--- src/rtl/prog_lut_eval.sv ---
// Programmable N-input truth-table evaluator with a serial reload port and a saturating hit counter.
// Result is registered one cycle after in_valid; there is no backpressure and a load never stalls evaluation.
module prog_lut_eval #(
   parameter int                 N_IN  = 3,
   parameter logic [2**N_IN-1:0] INIT  = 8'b0011_0001,
   parameter int                 CNT_W = 8
) (
   input  logic                 clk,
   input  logic                 reset,
   input  logic                 in_valid,
   input  logic [N_IN-1:0]      in_data,
   output logic                 out_valid,
   output logic                 y,
   input  logic                 cfg_start,
   input  logic                 cfg_valid,
   input  logic                 cfg_bit,
   input  logic                 cfg_abort,
   output logic                 cfg_busy,
   output logic                 cfg_done,
   output logic [2**N_IN-1:0]   table_out,
   input  logic                 cnt_clr,
   output logic [CNT_W-1:0]     hit_count
);
   localparam int TBL = 2**N_IN;

   localparam logic [0:0] IDLE = 1'b0;
   localparam logic [0:0] LOAD = 1'b1;

   logic [0:0]      state;
   logic [TBL-1:0]  active_table;
   logic [TBL-1:0]  shadow;
   logic [N_IN-1:0] bit_cnt;
   logic            lut_hit;
   logic            last_bit;

   assign lut_hit   = active_table[in_data];
   // The final bit is accepted when the counter already holds TBL-1.
   assign last_bit  = (state == LOAD) && !cfg_abort && !cfg_start && cfg_valid && (&bit_cnt);
   assign table_out = active_table;
   assign cfg_busy  = (state == LOAD);

   always_ff @(posedge clk or posedge reset) begin
      if (reset) begin
         y         <= 1'b0;
         out_valid <= 1'b0;
      end else begin
         out_valid <= in_valid;
         if (in_valid)
            y <= lut_hit;
      end
   end

   always_ff @(posedge clk or posedge reset) begin
      if (reset) begin
         state        <= IDLE;
         active_table <= INIT;
         shadow       <= '0;
         bit_cnt      <= '0;
         cfg_done     <= 1'b0;
      end else begin
         cfg_done <= 1'b0;
         case (state)
            IDLE: begin
               if (cfg_start) begin
                  state   <= LOAD;
                  bit_cnt <= '0;
               end
            end
            LOAD: begin
               if (cfg_abort) begin
                  state   <= IDLE;
                  shadow  <= '0;
                  bit_cnt <= '0;
               end else if (cfg_start) begin
                  bit_cnt <= '0;
               end else if (cfg_valid) begin
                  shadow  <= {shadow[TBL-2:0], cfg_bit};
                  bit_cnt <= bit_cnt + 1'b1;
                  if (last_bit) begin
                     active_table <= {shadow[TBL-2:0], cfg_bit};
                     state        <= IDLE;
                     cfg_done     <= 1'b1;
                  end
               end
            end
            default: state <= IDLE;
         endcase
      end
   end

   // Clear beats increment; the counter sticks at all-ones instead of wrapping.
   always_ff @(posedge clk or posedge reset) begin
      if (reset)
         hit_count <= '0;
      else if (cnt_clr)
         hit_count <= '0;
      else if (in_valid && lut_hit && !(&hit_count))
         hit_count <= hit_count + CNT_W'(1);
   end
endmodule

--- config.mk ---
export PLATFORM = sky130hd
export DESIGN_NAME = prog_lut_eval
export DESIGN_NICKNAME = d
export VERILOG_FILES = /design/src/rtl/prog_lut_eval.sv
export SDC_FILE = /design/constraint.sdc
export NUM_CORES = 1
export LEC_CHECK = 0
export ABC_AREA = 0
export CAP_MARGIN = 20
export CORE_MARGIN = 2
export CORE_UTILIZATION = 45
export CTS_CLUSTER_DIAMETER = 100
export DETAILED_ROUTE_END_ITERATION = 12
export PLACE_DENSITY = 0.81
export SLEW_MARGIN = 20
export SYNTH_ARGS = -nofsm -noshare
export SYNTH_HDL_FRONTEND = slang
export SYNTH_SLANG_ARGS = --single-unit
--- constraint.sdc ---
create_clock -name clk -period 2.1 [get_ports clk]
set_clock_uncertainty 0.2 [all_clocks]
set_input_delay 0.63 -clock clk [delete_from_list [all_inputs] [get_ports clk]]
set_output_delay 0.63 -clock clk [all_outputs]
set_load 0.01 [all_outputs]
Word-level counts from Yosys, hierarchy flattened
Index checks and enable logic that the tools add are counted.
{"block": "classes", "shift": 0, "n_bitwise": 3, "n_eq_ne": 3, "n_mul": 0, "mux": 23, "add_sub_neg": 2, "n_lt_le_gt_ge": 1, "n_div": 0, "reduce_logical": 16}
{"cell": "$mux W7", "count": 3}
{"cell": "$mux W8", "count": 2}
{"cell": "$mux W3", "count": 4}
{"cell": "$mux W1", "count": 11}
{"cell": "$add A8 B1 Y8 const B", "count": 1}
{"cell": "$reduce_and A8 Y1", "count": 1}
{"cell": "$logic_and A1 B1 Y1", "count": 6}
{"cell": "$pmux W3 S2", "count": 1}
{"cell": "$reduce_and A3 Y1", "count": 2}
{"cell": "$reduce_and A5 Y1", "count": 1}
{"cell": "$lt A3 B4 Y1 const B", "count": 1}
{"cell": "$ne A4 B4 Y1 const B", "count": 1}
{"cell": "$reduce_bool A2 Y1", "count": 2}
{"cell": "$add A3 B1 Y3 const B", "count": 1}
{"cell": "$bmux W1 S3", "count": 1}
{"cell": "$logic_not A1 Y1", "count": 3}
{"cell": "$not A1 Y1", "count": 3}
{"cell": "$ne A2 B1 Y1 const B", "count": 1}
{"cell": "$ne A2 B2 Y1 const B", "count": 1}
{"cell": "$pmux W1 S2", "count": 1}
{"cell": "$reduce_and A2 Y1", "count": 1}
{"block": "totals", "latch_bits": 0, "reg_bits": 30, "elab_cells": 56, "out_inout_bits": 20, "inputBits": 11, "memories": 0, "romBits": 0, "ramBits": 0}

Depth between registers and ports, before layout
{"block": "logic_depth", "ltp_word": 10, "mapped_depth": 6, "ltp_nobuf": 6}

Worst setup path after synthesis
Ideal clock, no wire load.
{"block": "synth_timing", "path_kind": "input-to-reg", "from": "input in_data[0]", "to": "register hit_count[4]", "path_buffers": 0, "setup_time_ns": 0.128, "t_required_ns": 1.772, "setup_slack_ns": -0.040, "path_stages": 4, "arrival_time_ns": 1.812, "path_cell_list": "mux2i_1 > a221o_2 > nor4_1 > mux2_1"}
{"block": "synth_via", "elab_chain_cells": 5}
{"item": "start: declaration", "line": "11", "source": "input logic [N_IN-1:0] in_data,"}
{"item": "$bmux W1 S3", "line": "36", "source": "assign lut_hit = active_table[in_data];"}
{"item": "$mux W1 (implied by the code)", "line": "36"}
{"item": "$logic_and A1 B1 Y1 (2 in a row)", "line": "97", "source": "else if (in_valid && lut_hit && !(&hit_count))"}
{"item": "$reduce_bool A2 Y1 (no line)"}
{"item": "end signal: assignment", "line": "98", "source": "hit_count <= hit_count + CNT_W'(1);"}
{"item": "end: declaration", "line": "22", "source": "output logic [CNT_W-1:0] hit_count"}
Every way passes these cells. The select of a mux whose other input is x is not followed.
A chain may end at the register's enable or synchronous reset.

Final worst setup path
{"block": "layout_timing", "from": "register active_table[0] (netlist: table_out[0])", "to": "register hit_count[3]"}
{"block": "layout_via", "elab_chain_cells": 5}
{"item": "start: declaration", "line": "30", "source": "logic [TBL-1:0] active_table;"}
{"item": "start signal: assignment", "line": "80", "source": "active_table <= {shadow[TBL-2:0], cfg_bit};"}
{"item": "$bmux W1 S3", "line": "36"}
{"item": "$mux W1 (implied by the code)", "line": "36"}
{"item": "$logic_and A1 B1 Y1 (2 in a row)", "line": "97"}
{"item": "$reduce_bool A2 Y1 (no line)"}
Every way passes these cells. The select of a mux whose other input is x is not followed.

==> results_dict.tcl <==
set metrics [dict create \
    status "complete, no violations" \
    layout_setup_ws_ns 0.0305 \
    synthTopCellsByArea "dfrtp_1 (47%), mux2_2 (7.8%), dfstp_2 (5.4%)" \
    die_x_um 60.8 \
    critPathKind "register to register" \
    totalPowerFinal_w 0.00121 \
    multiInputGateArea_um2 727 \
    drtIter0Drc 46 \
    grt_max_degree 31 \
    ir_drop_v 0.000370 \
    htreeDepth 2 \
    cts_max_path_buffers 2 \
    maxCapViolations 0 \
    via_per_inst 5.25 \
    route.detailed.drc 0 \
    r2r_start "table_out[0]" \
    routed_wl_um 3330 \
    seq_power_share_pct 49.3 \
    die_area_um2 3700 \
    diodes 0 \
    dr.pass1.iters 4 \
    max_stage_delay_ns 0.56 \
    hold_class "register to register" \
    nets 198 \
    finalHoldViolations 0 \
    area_delta_synth_final_pct 45.3 \
    port_buffers 30 \
    cts_tree "yes" \
    n_fill_cell 254 \
    synthesis.area_um2 1450 \
    min_path_cells 1 \
    core.rowCount 20 \
    cp.buffers_inverters 0 \
    antenna_found_initial 0 \
    vias 1203 \
    cp_slowest_cell "dfstp_2" \
    crit_family "flip-flops" \
    post_drt_wl_per_cell_um 14.5 \
    initial_core_util_pct 47.6 \
    r2r-end "hit_count[3]" \
    intPower_w 0.000912 \
    slew_headroom_pct 69.5 \
    ctsHoldBuffers 0 \
    clkLatencyLatePin_ns 0.33 \
    synthTopCellsByCount "dfrtp_1 (27), nor2_1 (14), mux2_2 (10), nor2b_1 (10)" \
    netlist.area_leader.share_pct 46.5 \
    overflow 0 \
    dp_hpwl_um 2260 \
    clock_power_share_pct 38.4 \
    numCtsBuffers 5 \
    dominantRegCellSynth "dfrtp_1" \
    place_ws_ns -0.646 \
    async_reset_ff_share_pct 100 \
    hp-start "y" \
    comb_power_share_pct 12.3 \
    arrival_ns 2.09 \
    root_buffer "clkbuf_4" \
    synth_most_common_cell "dfrtp_1" \
    syn_inst 127 \
    path_max_fanout 8 \
    grtUsageTotal_pct 20.1 \
    yosys_register_bits 30 \
    dp_cells 216 \
    pin_count 31 \
    regArea_um2 757 \
    p_sw_w 0.000302 \
    routabilityCongestion 0.888 \
    synth_edf_count 0 \
    min_period_over_period_pct 98.5 \
    drtAntennaViolNets 0 \
    worst_setup_path_start_kind "register" \
    finalSetupViolCount 0 \
    p_leak_nw 1.11 \
    crit_required_ns 2.12 \
    path_clk_slew_ns 0.11 \
    clock-sinks 30 \
    grt_pass1_wl_um 5260 \
    yosys_warnings 0 \
    r2r_slack_ns 0.03 \
    switching_share_pct 24.9 \
    drive_gt1_share_pct 31.4 \
    fmax_ghz 0.483 \
    syn_nets 141 \
    reg2reg_depth 4 \
    drv_slew 0 \
    synthesis.area_per_instance_um2 11.4 \
    crit_chain "mux2i_1 > a221o_2 > nor4b_4 > mux2_4" \
    synth-seq-area-share_pct 51.9 \
    die_h_um 60.8 \
    cp-end-kind "register" \
    min_period_ns 2.07 \
    power_density_nw_per_um2 575 \
    holdPathEnd "y" \
    synth.distinct_cells 28 \
    grt_pass1_vias 1167 \
    worst_pin_slew_ns 0.455 \
    synth_area_leader_cell "dfrtp_1" \
    instances_no_fill 229 \
    finalSetupTns_ns 0 \
    core_area_um2 3050 \
    rsz0062_at_grt "true" \
]
area by class of cell:
cell class,count,share of cell area (%)
clock inverters,3,2.13
flip-flops and latches,30,35.9
clock buffers,5,1.78
repair buffers,52,22.5
well taps,44,2.61
inverters,4,0.711
multi-input cells,91,34.4
worst reg2reg max path, stage by stage (launching register included):
cell and delay, ns:
dfstp_2 0.56, mux2i_1 0.08, a221o_2 0.47, nor4b_4 0.33
mux2_4 0.32
per-layer routing:
metal / routed length, um / vias to the layer above / share of wire, % / global-route usage [%]
met1: 1340 / 585 / 40 / 23.5
met4: 65 / 0 / 2.0 / 7.45
li1: - / 577 / - / -
met5: 0 / - / 0 / 0
met3: 171 / 6 / 5.1 / 7.25
met2: 1750 / 35 / 53 / 33.8
per-stage QoR:
step                area, um2  util [%]  hold slack, ns
CTS                      2090      68.4           0.305
detailed placement       1970      64.6           0.278
global placement         1970      64.6           0.285
floorplan                1470         -           0.265
finish                   2110      69.1           0.306
global route             2110      69.1           0.314
registers in the layout (all words and copies together), names as in the netlist:
register,count
hit_count,8
table_out,8
shadow,7
bit_cnt,3
cfg_busy,1
cfg_done,1
out_valid,1
y,1
cell usage in the layout, fill, tap and decap left out, types with 3 or more instances in the layout:
master            n
nand2b_1          4
buf_4            20
nor2_1           14
nor2b_1           9
mux2_1            6
nand2_1           3
mux2i_1           3
dlygate4sd2_1    15
dfstp_2           3
a22o_1            7
nor3_1            3
mux2_2           10
inv_1             3
ha_1              3
dfrtp_1          25
nand3_1           5
clkdlybuf4s50_1   8
a21oi_1           3
dlymetal6s2s_1    5
clkbuf_4          5
repair_timing:
action / CTS / global route
setup endpoints to repair: 25 / 9
gates resized for setup: 24 / 10
pin swaps: 3 / 2
buffers inserted: 5 / 0
kinds of logic after synthesis:
kind of cell               after synthesis  synth area share [%]
and+or+nand+nor                         49                  18.6
DFF                                     30                  51.9
muxes                                   20                  15.2
AOI/OAI and AO/OA                       19                  10.1
buffers and inverters                    6                  1.55
adders and majority gates                3                  2.58
power groups by stage:
stage / Combinational (W) / Sequential, W / Clock, W
global route: 0.000163 / 0.000601 / 0.000508
CTS: 0.000149 / 0.000599 / 0.000481
global placement: 0.000139 / 0.000613 / 0
finish: 0.000149 / 0.000599 / 0.000466
floorplan: 0.0000587 / 0.000614 / 0
detailed placement: 0.000144 / 0.000613 / 0
worst max-delay path by stage:
stage                  from           end  slack, ns  cells past startpoint
2_1_floorplan    in_data[0]  hit_count[3]      -0.04                      4
3_3_place_gp     in_data[0]  hit_count[3]      -0.59                      5
3_5_place_dp     in_data[0]  hit_count[4]      -0.65                      5
4_1_cts        hit_count[2]  hit_count[2]      0.009                      1
5_1_grt        table_out[0]  hit_count[3]      -0.03                      4
6_report       table_out[0]  hit_count[3]       0.03                      4
(Power assumes the default switching activity.)
